`config.mk`:
```
export PLATFORM = sky130hd
export DESIGN_NAME = face_sequencer
export DESIGN_NICKNAME = d
export VERILOG_FILES = /design/src/rtl/face_pkg.sv /design/src/rtl/face_row_loader.sv /design/src/rtl/face_sequencer.sv
export SDC_FILE = /design/constraint.sdc
export NUM_CORES = 1
export LEC_CHECK = 0
export CAP_MARGIN = 0
export CORE_MARGIN = 3
export CORE_UTILIZATION = 50
export CTS_BUF_LIST = sky130_fd_sc_hd__clkbuf_16
export DETAILED_ROUTE_END_ITERATION = 8
export GPL_TIMING_DRIVEN = 1
export PLACE_DENSITY = 0.78
export SLEW_MARGIN = 20
export SYNTH_ARGS = -nofsm -noshare
export SYNTH_HDL_FRONTEND = slang
export SYNTH_SLANG_ARGS = --single-unit
```
`constraint.sdc`:
```
create_clock -name clk -period 4.8 [get_ports clk]
set_input_delay 1.2 -clock clk [delete_from_list [all_inputs] [get_ports clk]]
set_output_delay 1.2 -clock clk [all_outputs]
set_load 0.02 [all_outputs]
```
`src/rtl/face_pkg.sv`:
```
// Shared face definitions: face codes, FSM states and the 8x8 bitmaps
// used by both the sequencer and the row scanner.
package face_pkg;

  typedef enum logic [1:0] {
    FACE_NEUTRAL = 2'd0,
    FACE_LAUGH   = 2'd1,
    FACE_CRY     = 2'd2,
    FACE_BLANK   = 2'd3
  } face_e;

  typedef enum logic [1:0] {
    ST_INIT = 2'd0,
    ST_LOAD = 2'd1,
    ST_HOLD = 2'd2,
    ST_IDLE = 2'd3
  } state_e;

  // Element 0 is the top row.
  typedef logic [0:7][7:0] bitmap_t;

  localparam bitmap_t BMP_NEUTRAL = {8'h00, 8'h66, 8'h66, 8'h66, 8'h00, 8'h00, 8'h7E, 8'h00};
  localparam bitmap_t BMP_LAUGH   = {8'h00, 8'h66, 8'h66, 8'h66, 8'h00, 8'h42, 8'h24, 8'h18};
  localparam bitmap_t BMP_CRY     = {8'h00, 8'h66, 8'h66, 8'h66, 8'h00, 8'h18, 8'h24, 8'h42};
  localparam bitmap_t BMP_BLANK   = {8'h00, 8'h00, 8'h00, 8'h00, 8'h00, 8'h00, 8'h00, 8'h00};

  function automatic bitmap_t face_bitmap(input face_e f);
    case (f)
      FACE_NEUTRAL: face_bitmap = BMP_NEUTRAL;
      FACE_LAUGH:   face_bitmap = BMP_LAUGH;
      FACE_CRY:     face_bitmap = BMP_CRY;
      default:      face_bitmap = BMP_BLANK;
    endcase
  endfunction

  // Event priority rank: exploded (cry) > defused (laugh) > clear (neutral).
  function automatic logic [1:0] face_rank(input face_e f);
    case (f)
      FACE_CRY:   face_rank = 2'd2;
      FACE_LAUGH: face_rank = 2'd1;
      default:    face_rank = 2'd0;
    endcase
  endfunction

endpackage

```
`src/rtl/face_row_loader.sv`:
```
// Streams the eight rows of a bitmap over a valid/ready handshake and
// pulses done in the cycle row 7 is accepted.
module face_row_loader
  import face_pkg::*;
(
  input  logic       clk,
  input  logic       rst,
  input  logic       start,
  input  bitmap_t    bitmap,
  input  logic       row_ready,
  output logic       row_valid,
  output logic [2:0] row_idx,
  output logic [7:0] row_data,
  output logic       done
);

  logic [2:0] next_idx_s;

  assign next_idx_s = row_idx + 3'd1;
  assign done       = row_valid && row_ready && (row_idx == 3'd7);

  // Row counter and output registers; rows hold steady while stalled
  always_ff @(posedge clk or posedge rst) begin
    if (rst) begin
      row_valid <= 1'b0;
      row_idx   <= 3'd0;
      row_data  <= 8'h00;
    end else if (start) begin
      row_valid <= 1'b1;
      row_idx   <= 3'd0;
      row_data  <= bitmap[0];
    end else if (row_valid && row_ready) begin
      if (row_idx == 3'd7) begin
        row_valid <= 1'b0;
      end else begin
        row_idx  <= next_idx_s;
        row_data <= bitmap[next_idx_s];
      end
    end
  end

endmodule

```
`src/rtl/face_sequencer.sv`:
```
// Turns game-outcome events into timed face animations and feeds the
// selected bitmap to the LED scanner one row at a time.
module face_sequencer
  import face_pkg::*;
#(
  parameter int unsigned HOLD_TICKS  = 40,
  parameter int unsigned BLINK_TICKS = 5
) (
  input  logic       clk,
  input  logic       rst,
  input  logic       tick,
  input  logic       defused,
  input  logic       exploded,
  input  logic       clear,
  input  logic       row_ready,
  output logic       row_valid,
  output logic [2:0] row_idx,
  output logic [7:0] row_data,
  output logic [1:0] face_id,
  output logic       busy
);

  localparam logic [15:0] HOLD_LIM  = 16'(HOLD_TICKS);
  localparam logic [15:0] BLINK_LIM = 16'(BLINK_TICKS);

  state_e      state_r, state_nx;
  face_e       face_r, face_nx, pend_f_r, pend_f_nx, ev_face_s, merge_f_s;
  logic [15:0] hold_cnt_r, hold_nx, blink_cnt_r, blink_nx, hold_inc_s, blink_inc_s;
  logic        pend_v_r, pend_v_nx, merge_v_s, ev_s;
  logic        go_r, go_nx, blink_load_r, blink_load_nx, expired_r, expired_nx;
  logic        expire_now_s, done_s, busy_r;
  bitmap_t     bmp_s;

  assign bmp_s       = face_bitmap(face_r);
  assign hold_inc_s  = hold_cnt_r + 16'd1;
  assign blink_inc_s = blink_cnt_r + 16'd1;
  assign face_id     = face_r;
  assign busy        = busy_r;

  // Event arbitration and merge into the single pending slot
  always_comb begin
    ev_s      = exploded || defused || clear;
    ev_face_s = exploded ? FACE_CRY : (defused ? FACE_LAUGH : FACE_NEUTRAL);
    if (ev_s && (!pend_v_r || (face_rank(ev_face_s) >= face_rank(pend_f_r)))) begin
      merge_v_s = 1'b1;
      merge_f_s = ev_face_s;
    end else begin
      merge_v_s = pend_v_r;
      merge_f_s = pend_f_r;
    end
    // A hold that runs out during a blink reload is honoured after that frame.
    expire_now_s = expired_r || (blink_load_r && tick && (hold_inc_s == HOLD_LIM));
  end

  // Next-state and counter logic
  always_comb begin
    state_nx      = state_r;
    face_nx       = face_r;
    hold_nx       = hold_cnt_r;
    blink_nx      = blink_cnt_r;
    pend_v_nx     = pend_v_r;
    pend_f_nx     = pend_f_r;
    blink_load_nx = blink_load_r;
    expired_nx    = expired_r;
    go_nx         = 1'b0;
    case (state_r)
      ST_INIT: begin
        state_nx  = ST_LOAD;
        face_nx   = FACE_NEUTRAL;
        go_nx     = 1'b1;
        pend_v_nx = merge_v_s;
        pend_f_nx = merge_f_s;
      end
      ST_LOAD: begin
        if (blink_load_r && tick) begin
          hold_nx  = hold_inc_s;
          blink_nx = (blink_inc_s == BLINK_LIM) ? 16'd0 : blink_inc_s;
        end else begin
          hold_nx  = hold_cnt_r;
          blink_nx = blink_cnt_r;
        end
        expired_nx = expire_now_s;
        if (done_s) begin
          expired_nx    = 1'b0;
          blink_load_nx = 1'b0;
          pend_v_nx     = 1'b0;
          if (merge_v_s) begin
            state_nx = ST_LOAD;
            face_nx  = merge_f_s;
            hold_nx  = 16'd0;
            blink_nx = 16'd0;
            go_nx    = 1'b1;
          end else if (expire_now_s) begin
            state_nx = ST_LOAD;
            face_nx  = FACE_NEUTRAL;
            hold_nx  = 16'd0;
            blink_nx = 16'd0;
            go_nx    = 1'b1;
          end else if (face_r == FACE_NEUTRAL) begin
            state_nx = ST_IDLE;
          end else begin
            state_nx = ST_HOLD;
          end
        end else begin
          pend_v_nx = merge_v_s;
          pend_f_nx = merge_f_s;
        end
      end
      ST_HOLD: begin
        if (ev_s) begin
          state_nx      = ST_LOAD;
          face_nx       = ev_face_s;
          hold_nx       = 16'd0;
          blink_nx      = 16'd0;
          blink_load_nx = 1'b0;
          go_nx         = 1'b1;
        end else if (tick) begin
          if (hold_inc_s == HOLD_LIM) begin
            state_nx      = ST_LOAD;
            face_nx       = FACE_NEUTRAL;
            hold_nx       = 16'd0;
            blink_nx      = 16'd0;
            blink_load_nx = 1'b0;
            go_nx         = 1'b1;
          end else if (((face_r == FACE_CRY) || (face_r == FACE_BLANK)) &&
                       (blink_inc_s == BLINK_LIM)) begin
            state_nx      = ST_LOAD;
            face_nx       = (face_r == FACE_CRY) ? FACE_BLANK : FACE_CRY;
            hold_nx       = hold_inc_s;
            blink_nx      = 16'd0;
            blink_load_nx = 1'b1;
            go_nx         = 1'b1;
          end else begin
            hold_nx  = hold_inc_s;
            blink_nx = blink_inc_s;
          end
        end else begin
          state_nx = ST_HOLD;
        end
      end
      ST_IDLE: begin
        if (ev_s) begin
          state_nx      = ST_LOAD;
          face_nx       = ev_face_s;
          hold_nx       = 16'd0;
          blink_nx      = 16'd0;
          blink_load_nx = 1'b0;
          go_nx         = 1'b1;
        end else begin
          state_nx = ST_IDLE;
        end
      end
      default: begin
        state_nx = ST_INIT;
      end
    endcase
  end

  // State, counters, pending event and registered status outputs
  always_ff @(posedge clk or posedge rst) begin
    if (rst) begin
      state_r      <= ST_INIT;
      face_r       <= FACE_NEUTRAL;
      hold_cnt_r   <= 16'd0;
      blink_cnt_r  <= 16'd0;
      pend_v_r     <= 1'b0;
      pend_f_r     <= FACE_NEUTRAL;
      blink_load_r <= 1'b0;
      expired_r    <= 1'b0;
      go_r         <= 1'b0;
      busy_r       <= 1'b1;
    end else begin
      state_r      <= state_nx;
      face_r       <= face_nx;
      hold_cnt_r   <= hold_nx;
      blink_cnt_r  <= blink_nx;
      pend_v_r     <= pend_v_nx;
      pend_f_r     <= pend_f_nx;
      blink_load_r <= blink_load_nx;
      expired_r    <= expired_nx;
      go_r         <= go_nx;
      busy_r       <= (state_nx != ST_IDLE);
    end
  end

  face_row_loader u_loader (
    .clk       (clk),
    .rst       (rst),
    .start     (go_r),
    .bitmap    (bmp_s),
    .row_ready (row_ready),
    .row_valid (row_valid),
    .row_idx   (row_idx),
    .row_data  (row_data),
    .done      (done_s)
  );

endmodule

```
; Word-level counts from Yosys, hierarchy flattened
; Cells that the tools add are included.
[totals]
ff_bits = 55
latch_bits = 0
ram_bits = 0
rom_bits = 0
in_bits = 7
output_inout_bits = 15
wordCells = 143
mem_count = 0
[op_classes]
addsub = 3
mul = 0
div_mod_pow = 0
order_cmp = 2
n_eq_ne = 21
shifts = 0
muxes = 79
bitwise = 1
n_reduce_logical = 24
[op_table]
columns = cell, count
row1 = 16-bit two-way mux, 17
row2 = 55-bit one-hot mux with 3 select lines, 1
row3 = 16-bit one-hot mux with 3 select lines, 2
row4 = 8-bit two-way mux, 5
row5 = 2-bit two-way mux, 19
row6 = "16-bit by 1-bit adder with 16-bit output, second input constant", 2
row7 = 8-bit binary-select mux with 3-bit select, 1
row8 = 1-bit two-way mux, 23
row9 = "16-bit by 3-bit equality test with 1-bit output, second input constant", 1
row10 = "16-bit by 6-bit equality test with 1-bit output, second input constant", 1
row11 = 2-bit one-hot mux with 4 select lines, 2
row12 = "2-bit equality test, second input constant", 6
row13 = 2-bit one-hot mux with 2 select lines, 3
row14 = "2-bit != test, second input constant", 5
row15 = 5-bit AND reduction, 2
row16 = 3-bit two-way mux, 3
row17 = "2-bit by 1-bit equality test with 1-bit output, second input constant", 4
row18 = 1-bit logical AND, 6
row19 = "3-bit != test, second input constant", 2
row20 = 2-bit AND reduction, 3
row21 = 2-bit nonzero test, 3
row22 = 1-bit logical OR, 5
row23 = "4-bit greater-or-equal comparator, second input constant", 1
row24 = 2-bit zero test, 2
row25 = other kinds (11), 11

; Depth between registers and ports, before layout
; Gate-level depths: netlist of the first run.
[logic_depth]
ltp_word = 12
depth_mapped = 11
mapped_depth_nobuf = 11

; Cells and area by module
; From an unflattened synthesis of the first run, not the netlist that was laid out.
[unflattened]
cells_unflattened = 430
area_unflattened_um2 = 4113.9
[by_module_without_submodules]
columns = mod, n_inst, cells_per_inst, area_per_inst_um2, seq_area_each_um2
row1 = face_sequencer, 1, 333, 2989.1, 1077.3
row2 = face_row_loader, 1, 97, 1124.8, 300.3

; Worst setup path before layout of the first run
; No wires, ideal clock.
[synth_timing]
path_type = input to register
startpoint = input port defused
endpoint = register blink_cnt_r[14]
setup_time_ns = 0.095
arrival_time_ns = 3.053
setup_slack_ns = 1.651
path_stages = 8
path_buffers = 1
cell_sequence = or3_1 nor3_1 o21ba_2 and2_1 a21boi_0 nor2_1 buf_2 o31ai_1
[synth_between]
elab_chain_cells = 11
word_cells_on_any_way = 18
[synth_lines]
columns = item, line_no
row1 = from (decl), face_sequencer.sv:12  ; input logic defused,
row2 = 1-bit two-way mux, face_sequencer.sv:43  ; ev_face_s = exploded ? FACE_CRY : (defused ? FACE_LAUGH : FACE_NEUTRAL);
row3 = 2-bit two-way mux, face_sequencer.sv:43
row4 = 2-bit by 1-bit equality test with 1-bit output or 2-bit equality test (tied branches), face_pkg.sv:38  ; case (f)
row5 = 2-bit one-hot mux with 2 select lines, face_pkg.sv:38
row6 = 2-bit greater-or-equal comparator, face_sequencer.sv:44  ; if (ev_s && (!pend_v_r || (face_rank(ev_face_s) >= face_rank(pend_f_r)))) begin
row7 = 1-bit logical OR, face_sequencer.sv:44
row8 = 1-bit logical AND, face_sequencer.sv:44
row9 = 1-bit two-way mux, face_sequencer.sv:44
row10 = 16-bit two-way mux, face_sequencer.sv:87  ; if (merge_v_s) begin
row11 = 16-bit two-way mux, face_sequencer.sv:83  ; if (done_s) begin
row12 = 16-bit one-hot mux with 3 select lines, face_sequencer.sv:66  ; case (state_r)
row13 = to (signal assigned), face_sequencer.sv:176  ; blink_cnt_r <= blink_nx;
row14 = to (decl), face_sequencer.sv:28  ; logic [15:0] hold_cnt_r, hold_nx, blink_cnt_r, blink_nx, hold_inc_s, blink_inc_s;
; Parallel ways exist; a longest one is shown, timed or not.
; A chain may end at the register's enable or synchronous reset.

; Worst setup path in the final report of the first run
[layout_timing]
startpoint = input port exploded
endpoint = register blink_cnt_r[14]
[layout_between]
elab_chain_cells = 10
word_cells_on_any_way = 17
[layout_lines]
columns = item, line_no
row1 = from (decl), face_sequencer.sv:13  ; input logic exploded,
row2 = 2-bit two-way mux, face_sequencer.sv:43
row3 = 2-bit by 1-bit equality test with 1-bit output or 2-bit equality test (tied branches), face_pkg.sv:38
row4 = 2-bit one-hot mux with 2 select lines, face_pkg.sv:38
row5 = 2-bit greater-or-equal comparator, face_sequencer.sv:44
row6 = 1-bit logical OR, face_sequencer.sv:44
row7 = 1-bit logical AND, face_sequencer.sv:44
row8 = 1-bit two-way mux, face_sequencer.sv:44
row9 = 16-bit two-way mux, face_sequencer.sv:87
row10 = 16-bit two-way mux, face_sequencer.sv:83
row11 = 16-bit one-hot mux with 3 select lines, face_sequencer.sv:66
; Parallel ways exist; a longest one is shown, timed or not.

==> reports/qor.txt, run 1 <==
Total number of vias = 3201
Fmax = 0.2617 GHz
N_diodes = 0
EDFF count, synth = 0
Tmin final = 3821 ps
Ratio of cells with drive above 1 in the final layout = 6.437%
Clk slew on worst S/H paths = 70 ps
Reg2Reg Setup Slack = 1230 ps
Root buf cell = clkbuf_16
CTS Buffer Depth = 2
Post-Synthesis Cells = 439
R2R cell count = 9
Post-CTS setup buffer count = 0
RSZ-0062 raised after global routing = false
Mux contribution to synthesized area = 0.5718%
Post-CTS sizing = 0
P per Cell Area = 252.2 mW/mm^2
Seq/Total Area, Yosys = 35.78%
Die width = 89.68 um
GRT overflow = 0
Port buffer count = 19
DP HPWL = 5678 um
Hold_ws = 493.8 ps
Initial antenna violation count = 0
Top-count cell post-synth = nand2_1
Die area = 0.008042 mm^2
Critical Path Start Type = input port
Routed Antenna Nets = 0
First-pass detailed-route iteration total = 5
Max IR drop VDD = 0.2321 mV
Async set-reset flop share out of synthesis = 100.0%
Mapped Area = 0.003501 mm^2
Die H = 89.68 um
XOR/XNOR Fraction of Synth Area = 2.001%
Post-layout nets = 448
Hold buffer count at CTS = 0
Worst slew margin = 43.52%
Final Hold Vio Count = 0
Req. time, crit path = 4990 ps
Overall Global Routing Usage = 21.45%
Area delta synth->final = 9.936%
Crit path to = blink_cnt_r[14]
DR DRC count = 0
Final Skew = 7.790 ps
Worst-Skew Late Latency = 290 ps
Status = complete, no violations
Fin. max-slew vios = 0
Pre-CTS setup slack = 712.9 ps
Sink Count = 50
Setup total negative slack = 0 ps
Post-synthesis adder-cell area fraction = 2.502%
Vias/cell = 6.063
Synth top cells by count = nand2_1, dfrtp_1, nor2_1, o21ai_0, a21oi_1
Routed wire length = 8021 um
Post-Synth Simple-Gate Area = 29.63%
CP arrival = 4010 ps
TritonCTS clock tree = built
Pleak = 1.441 nW
Wire length per cell = 15.19 um
Ys Warns = 0
H-tree levels = 2
Initial drt markers = 217
Syn avg cell area = 7.975 um^2
CP endpoint kind = flip-flop
Yosys reg bits = 50
Rows = 29
# IOs = 22
Share of the clock period used by the worst path = 79.61%
First-pass GRT wire length = 13660 um
Compound-gate portion of the synthesized area = 23.12%
Largest family of logic cells by synthesized area = simple AND/OR/NAND/NOR gates
Maxcap violations = 0
Post-synth top area share = 35.03%
Initial Util = 53.31%
Hold Path Class = flip-flop to flip-flop
CTS buffer count = 5
Least-Margin Pin Slew = 846.2 ps
GPL Wtd Cong = 0.8888
Cell variety after synth = 69
Max FO, Critical Path = 11
Final design utilization = 58.60%
Synth area leader = dfrtp_1
Vias in the first global route = 2853
Reg-to-reg startpoint = blink_cnt_r[0]
Setup-failing EPs final = 0
WS Path Type = input port to flip-flop
Largest net degree at the start of global routing = 51
R2R Path End = blink_cnt_r[9]
Post-synth top flop = dfrtp_1
Fillers = 587
Synth top area cells = dfrtp_1, nand2_1, o21ai_0
Final setup margin = 978.7 ps
Worst setup path start = exploded
Core Box Area = 0.006568 mm^2
==> layout make-up <==
cell class                      count  area (um^2)  area share [%]
Clock buffer                        5        125.1           3.251
Timing Repair Buffer               22        212.7           5.527
Tap cell                           93        116.4           3.023
Inverter                           12        46.29           1.203
Multi-Input combinational cell    343         2032           52.80
Sequential cell                    50         1252           32.54
Clock inverter                      3        63.81           1.658
==> worst max-delay path, stage by stage <==
cell,delay [ps]
clkdlybuf4s50_1,520
or3_1,470
nor3_1,310
o21ba_2,220
and2_1,190
a21boi_0,500
nor2_1,330
o31ai_1,280
==> kinds of logic after synthesis <==
family | count (synthesis)
buffers and inverters | 47
DFF | 50
and+or+nand+nor | 203
muxes | 2
adders and majority gates | 7
AOI/OAI and AO/OA | 121
xor gates and xnor gates | 8
other | 1
==> power by group <==
group / internal, W / leakage [nW] / switching [W]
clock: 0.000297 / 0.0915 / 0.000155
sequential: 0.000429 / 0.677 / 0.00000779
combinational: 0.0000368 / 0.673 / 0.0000453
==> worst min path at each step <==
stage	start	end	slack, ps	cells after the start
2_1_floorplan	expired_r	expired_r	460	1
3_3_place_gp	expired_r	expired_r	480	1
3_5_place_dp	expired_r	expired_r	480	1
4_1_cts	expired_r	expired_r	500	1
5_1_grt	expired_r	expired_r	520	1
6_report	expired_r	expired_r	490	1
==> cells in the final DEF, fill, tap and decap left out, drive strengths merged, types with 5 or more instances in the layout <==
master | synthesis | routed
nand2 | 55 | 55
dfrtp | 49 | 49
nor2 | 36 | 36
o21ai | 36 | 36
a21oi | 30 | 30
nor3 | 27 | 27
nand3 | 20 | 20
clkdlybuf4s50 | 0 | 19
nand4 | 12 | 12
inv | 12 | 11
o31ai | 8 | 8
nand2b | 8 | 8
or3 | 8 | 8
nor4 | 7 | 7
ha | 7 | 7
xnor2 | 6 | 6
and2 | 6 | 6
and3 | 5 | 5
nor2b | 5 | 5
a22o | 5 | 5
clkbuf | 20 | 5
a211oi | 5 | 5
==> metrics by stage <==
step,total power [W],instances,instance area [um^2]
4_1_cts,0.0009767,528,3847
3_5_place_dp,0.0005261,520,3659
6_report,0.0009707,528,3849
2_1_floorplan,0.0005051,440,3505
3_3_place_gp,0.0005251,520,3659
5_1_grt,0.001008,528,3849
==> per-layer routing <==
metal  track usage [%]  vias to the layer above  routed length [um]
li1                  -                     1580                   -
met2             34.24                       75                3781
met3             3.376                       15                 316
met4             7.578                        0                 158
met5                 0                        -                   0
met1             29.52                     1531                3765
==> sequential cells by signal, indices dropped and copies added, names as in the netlist <==
register,flops
go_r,1
expired_r,1
pend_v_r,1
face_id,2
blink_load_r,1
state_r,2
busy,1
u_loader.row_data,3
u_loader.row_valid,1
hold_cnt_r,16
pend_f_r,2
u_loader.row_idx,3
blink_cnt_r,16
Note: power is estimated with default switching activity, not from simulation.
==> inputs of run 2 (changes only) <==
--- a/config.mk
+++ b/config.mk
@@ -11,7 +11,7 @@
 export CTS_BUF_LIST = sky130_fd_sc_hd__clkbuf_16
 export DETAILED_ROUTE_END_ITERATION = 8
 export GPL_TIMING_DRIVEN = 1
-export PLACE_DENSITY = 0.78
+export PLACE_DENSITY = 0.81
 export SLEW_MARGIN = 20
 export SYNTH_ARGS = -nofsm -noshare
 export SYNTH_HDL_FRONTEND = slang
==> constraint.sdc (replaced) <==
create_clock -name clk -period 3.5 [get_ports clk]
set_input_delay 0.875 -clock clk [delete_from_list [all_inputs] [get_ports clk]]
set_output_delay 0.875 -clock clk [all_outputs]
set_load 0.02 [all_outputs]
==> run 2 against run 1 <==
Via count up 3.7%. Die area unchanged. Global-route usage up 0.65 points. Non-clock buffer count up 13. Critical endpoint is now hold_cnt_r[2]. Register-to-register slack worse by 840 ps. Setup slack worse by 690 ps. Highest routed layer unchanged. Largest cell class unchanged. Cell count up 2.5%. Combinational power up 40%.
==> reports/qor.txt, run 2 (synthesized netlist as in run 1, its figures left out) <==
Leading registers by flop count = blink_cnt_r (16), hold_cnt_r (16)
Tmin final = 3214 ps
Fin. max-slew vios = 0 (unchanged)
CTS buffer count = 5 (unchanged)
Post-layout nets = 461 (+2.9%)
Most common cell after layout, fill and taps aside = nand2_1
Area delta synth->final = 12.90%
Initial Util = 53.31% (unchanged)
Least-Margin Pin Slew = 563.8 ps (-282.4 ps)
Max IR drop VDD = 0.2490 mV (+7.3%)
Routed Antenna Nets = 0 (unchanged)
HP Start = expired_r
Fmax = 0.3111 GHz
DR DRC count = 0 (unchanged)
Int Power = 0.001051 W (+38%)
TritonCTS clock tree = built
Root buf cell = clkbuf_16
Reg-to-reg startpoint = blink_cnt_r[0]
R2R cell count = 10 (+1)
RSZ-0062 raised after global routing = false
Max FO, Critical Path = 7 (-4)
Initial antenna violation count = 0 (unchanged)
Final Skew = 6.379 ps (-1.412 ps)
Rows = 29 (unchanged)
Hold buffer count at CTS = 0 (unchanged)
Die width = 89.68 um (unchanged)
Total number of vias = 3319 (+3.7%)
CP arrival = 3370 ps (-640 ps)
Req. time, crit path = 3650 ps (-1340 ps)
Overall Global Routing Usage = 22.10% (+0.65 points)
Fillers = 564 (-3.9%)
CP endpoint kind = flip-flop
Final setup margin = 285.6 ps (-693.1 ps)
Share of power burned in registers = 44.5% (-0.5 points)
Worst-Skew Late Latency = 290 ps (about the same)
Clk slew on worst S/H paths = 60 ps (about the same)
Die H = 89.68 um (unchanged)
Port buffer count = 19 (unchanged)
WS Path Type = input port to flip-flop
Setup total negative slack = 0 ps (unchanged)
Setup-failing EPs final = 0 (unchanged)
Wire length per cell = 15.59 um (+2.6%)
Routed wire length = 8436 um (+5.2%)
Critical Path Start Type = input port
Seq. cell area = 0.001252 mm^2 (unchanged)
Post-CTS sizing = 0 (unchanged)
Vias in the first global route = 2988 (+4.7%)
Share of total power in combinational logic = 8.6% (about the same)
Most frequent cells in the layout = nand2_1, dfrtp_1, o21ai_0
Maxcap violations = 0 (unchanged)
Share of the clock period used by the worst path = 91.84%
Pre-CTS setup slack = 63.24 ps (-649.6 ps)
Clk pwr share = 46.9% (+0.4 points)
Psw = 0.0002928 W (+41%)
Die area = 0.008042 mm^2 (unchanged)
Hold Path Class = flip-flop to flip-flop
Core Box Area = 0.006568 mm^2 (unchanged)
Multi-input logic area = 0.002034 mm^2 (+0.12%)
Hold path depth = 1 (unchanged)
First-pass GRT wire length = 14250 um (+4.3%)
Final Hold Vio Count = 0 (unchanged)
Initial drt markers = 258 (+19%)
Largest net degree at the start of global routing = 36 (-29%)
Worst slew margin = 62.41% (+19 points)
Sw frac = 21.78% (+0.39 points)
H-tree levels = 2 (unchanged)
First-pass detailed-route iteration total = 5 (unchanged)
GPL Wtd Cong = 0.9170 (+3.2%)
Sink Count = 50 (unchanged)
Min-Delay Endpoint = expired_r
R2R Path End = blink_load_r
# IOs = 22 (unchanged)
Status = complete, no violations
Pleak = 1.507 nW (+4.6%)
Reg2Reg Setup Slack = 390 ps (-840 ps)
Post-CTS setup buffer count = 0 (unchanged)
Ratio of cells with drive above 1 in the final layout = 9.598% (+3.2 points)
N_diodes = 0 (unchanged)
GRT overflow = 0 (unchanged)
P per Cell Area = 340.1 mW/mm^2 (+35%)
Vias/cell = 6.135 (+1.2%)
DP HPWL = 6074 um (+7.0%)
CTS Buffer Depth = 2 (unchanged)
-- run 2: cell type report --
| cell class | instances | share of cell area (%) |
|---|---|---|
| multi-input cells | 343 | 51.47 |
| flip-flops and latches | 50 | 31.69 |
| repair buffers | 35 | 7.851 |
| clock buffers | 5 | 3.166 |
| well taps | 93 | 2.944 |
| clock inverters | 3 | 1.741 |
| inverters | 12 | 1.140 |
-- run 2: worst max-delay path by stage --
stage / cells past startpoint / to / from / slack [ps]
finish: 9 / hold_cnt_r[2] / defused / 290
global route: 9 / hold_cnt_r[2] / defused / 140
CTS: 9 / blink_cnt_r[6] / blink_cnt_r[0] / 270
detailed placement: 9 / hold_cnt_r[2] / defused / 60
global placement: 9 / hold_cnt_r[2] / defused / 270
floorplan: 8 / blink_cnt_r[14] / defused / 680
-- run 2: layer usage --
| layer | GRT usage, % | routed length [um] |
|---|---|---|
| met5 | 0 | 0 |
| met4 | 5.683 | 132 |
| met3 | 4.471 | 575 |
| met2 | 34.57 | 4004 |
| met1 | 31.31 | 3722 |
-- run 2: worst max-delay path, stage by stage --
cell	delay [ps]
clkdlybuf4s50_1	430
or3_1	460
nor3_1	320
o21ba_2	210
and2_1	190
nand2_1	90
o2bb2ai_2	140
nand2b_1	250
o311ai_0	400
-- run 2: power by group through the flow --
stage	combinational [W]	clock (W)	sequential [W]
final	0.000115	0.000630	0.000599
after global routing	0.000133	0.000666	0.000600
after CTS	0.000116	0.000641	0.000598
after detailed placement	0.000115	0	0.000610
after global placement	0.000112	0	0.000609
after floorplan	0.0000850	0	0.000608
-- run 2: metrics by stage --
stage	hold slack (ps)	util, %	instance area, um^2	instances	power (W)
floorplan	461.5	-	3505	440	0.0006926
global placement	484.7	57.19	3756	533	0.0007216
detailed placement	521.3	57.19	3756	533	0.0007243
CTS	536.9	60.14	3950	541	0.001355
global route	545.9	60.18	3953	541	0.001399
finish	539.2	60.18	3953	541	0.001344
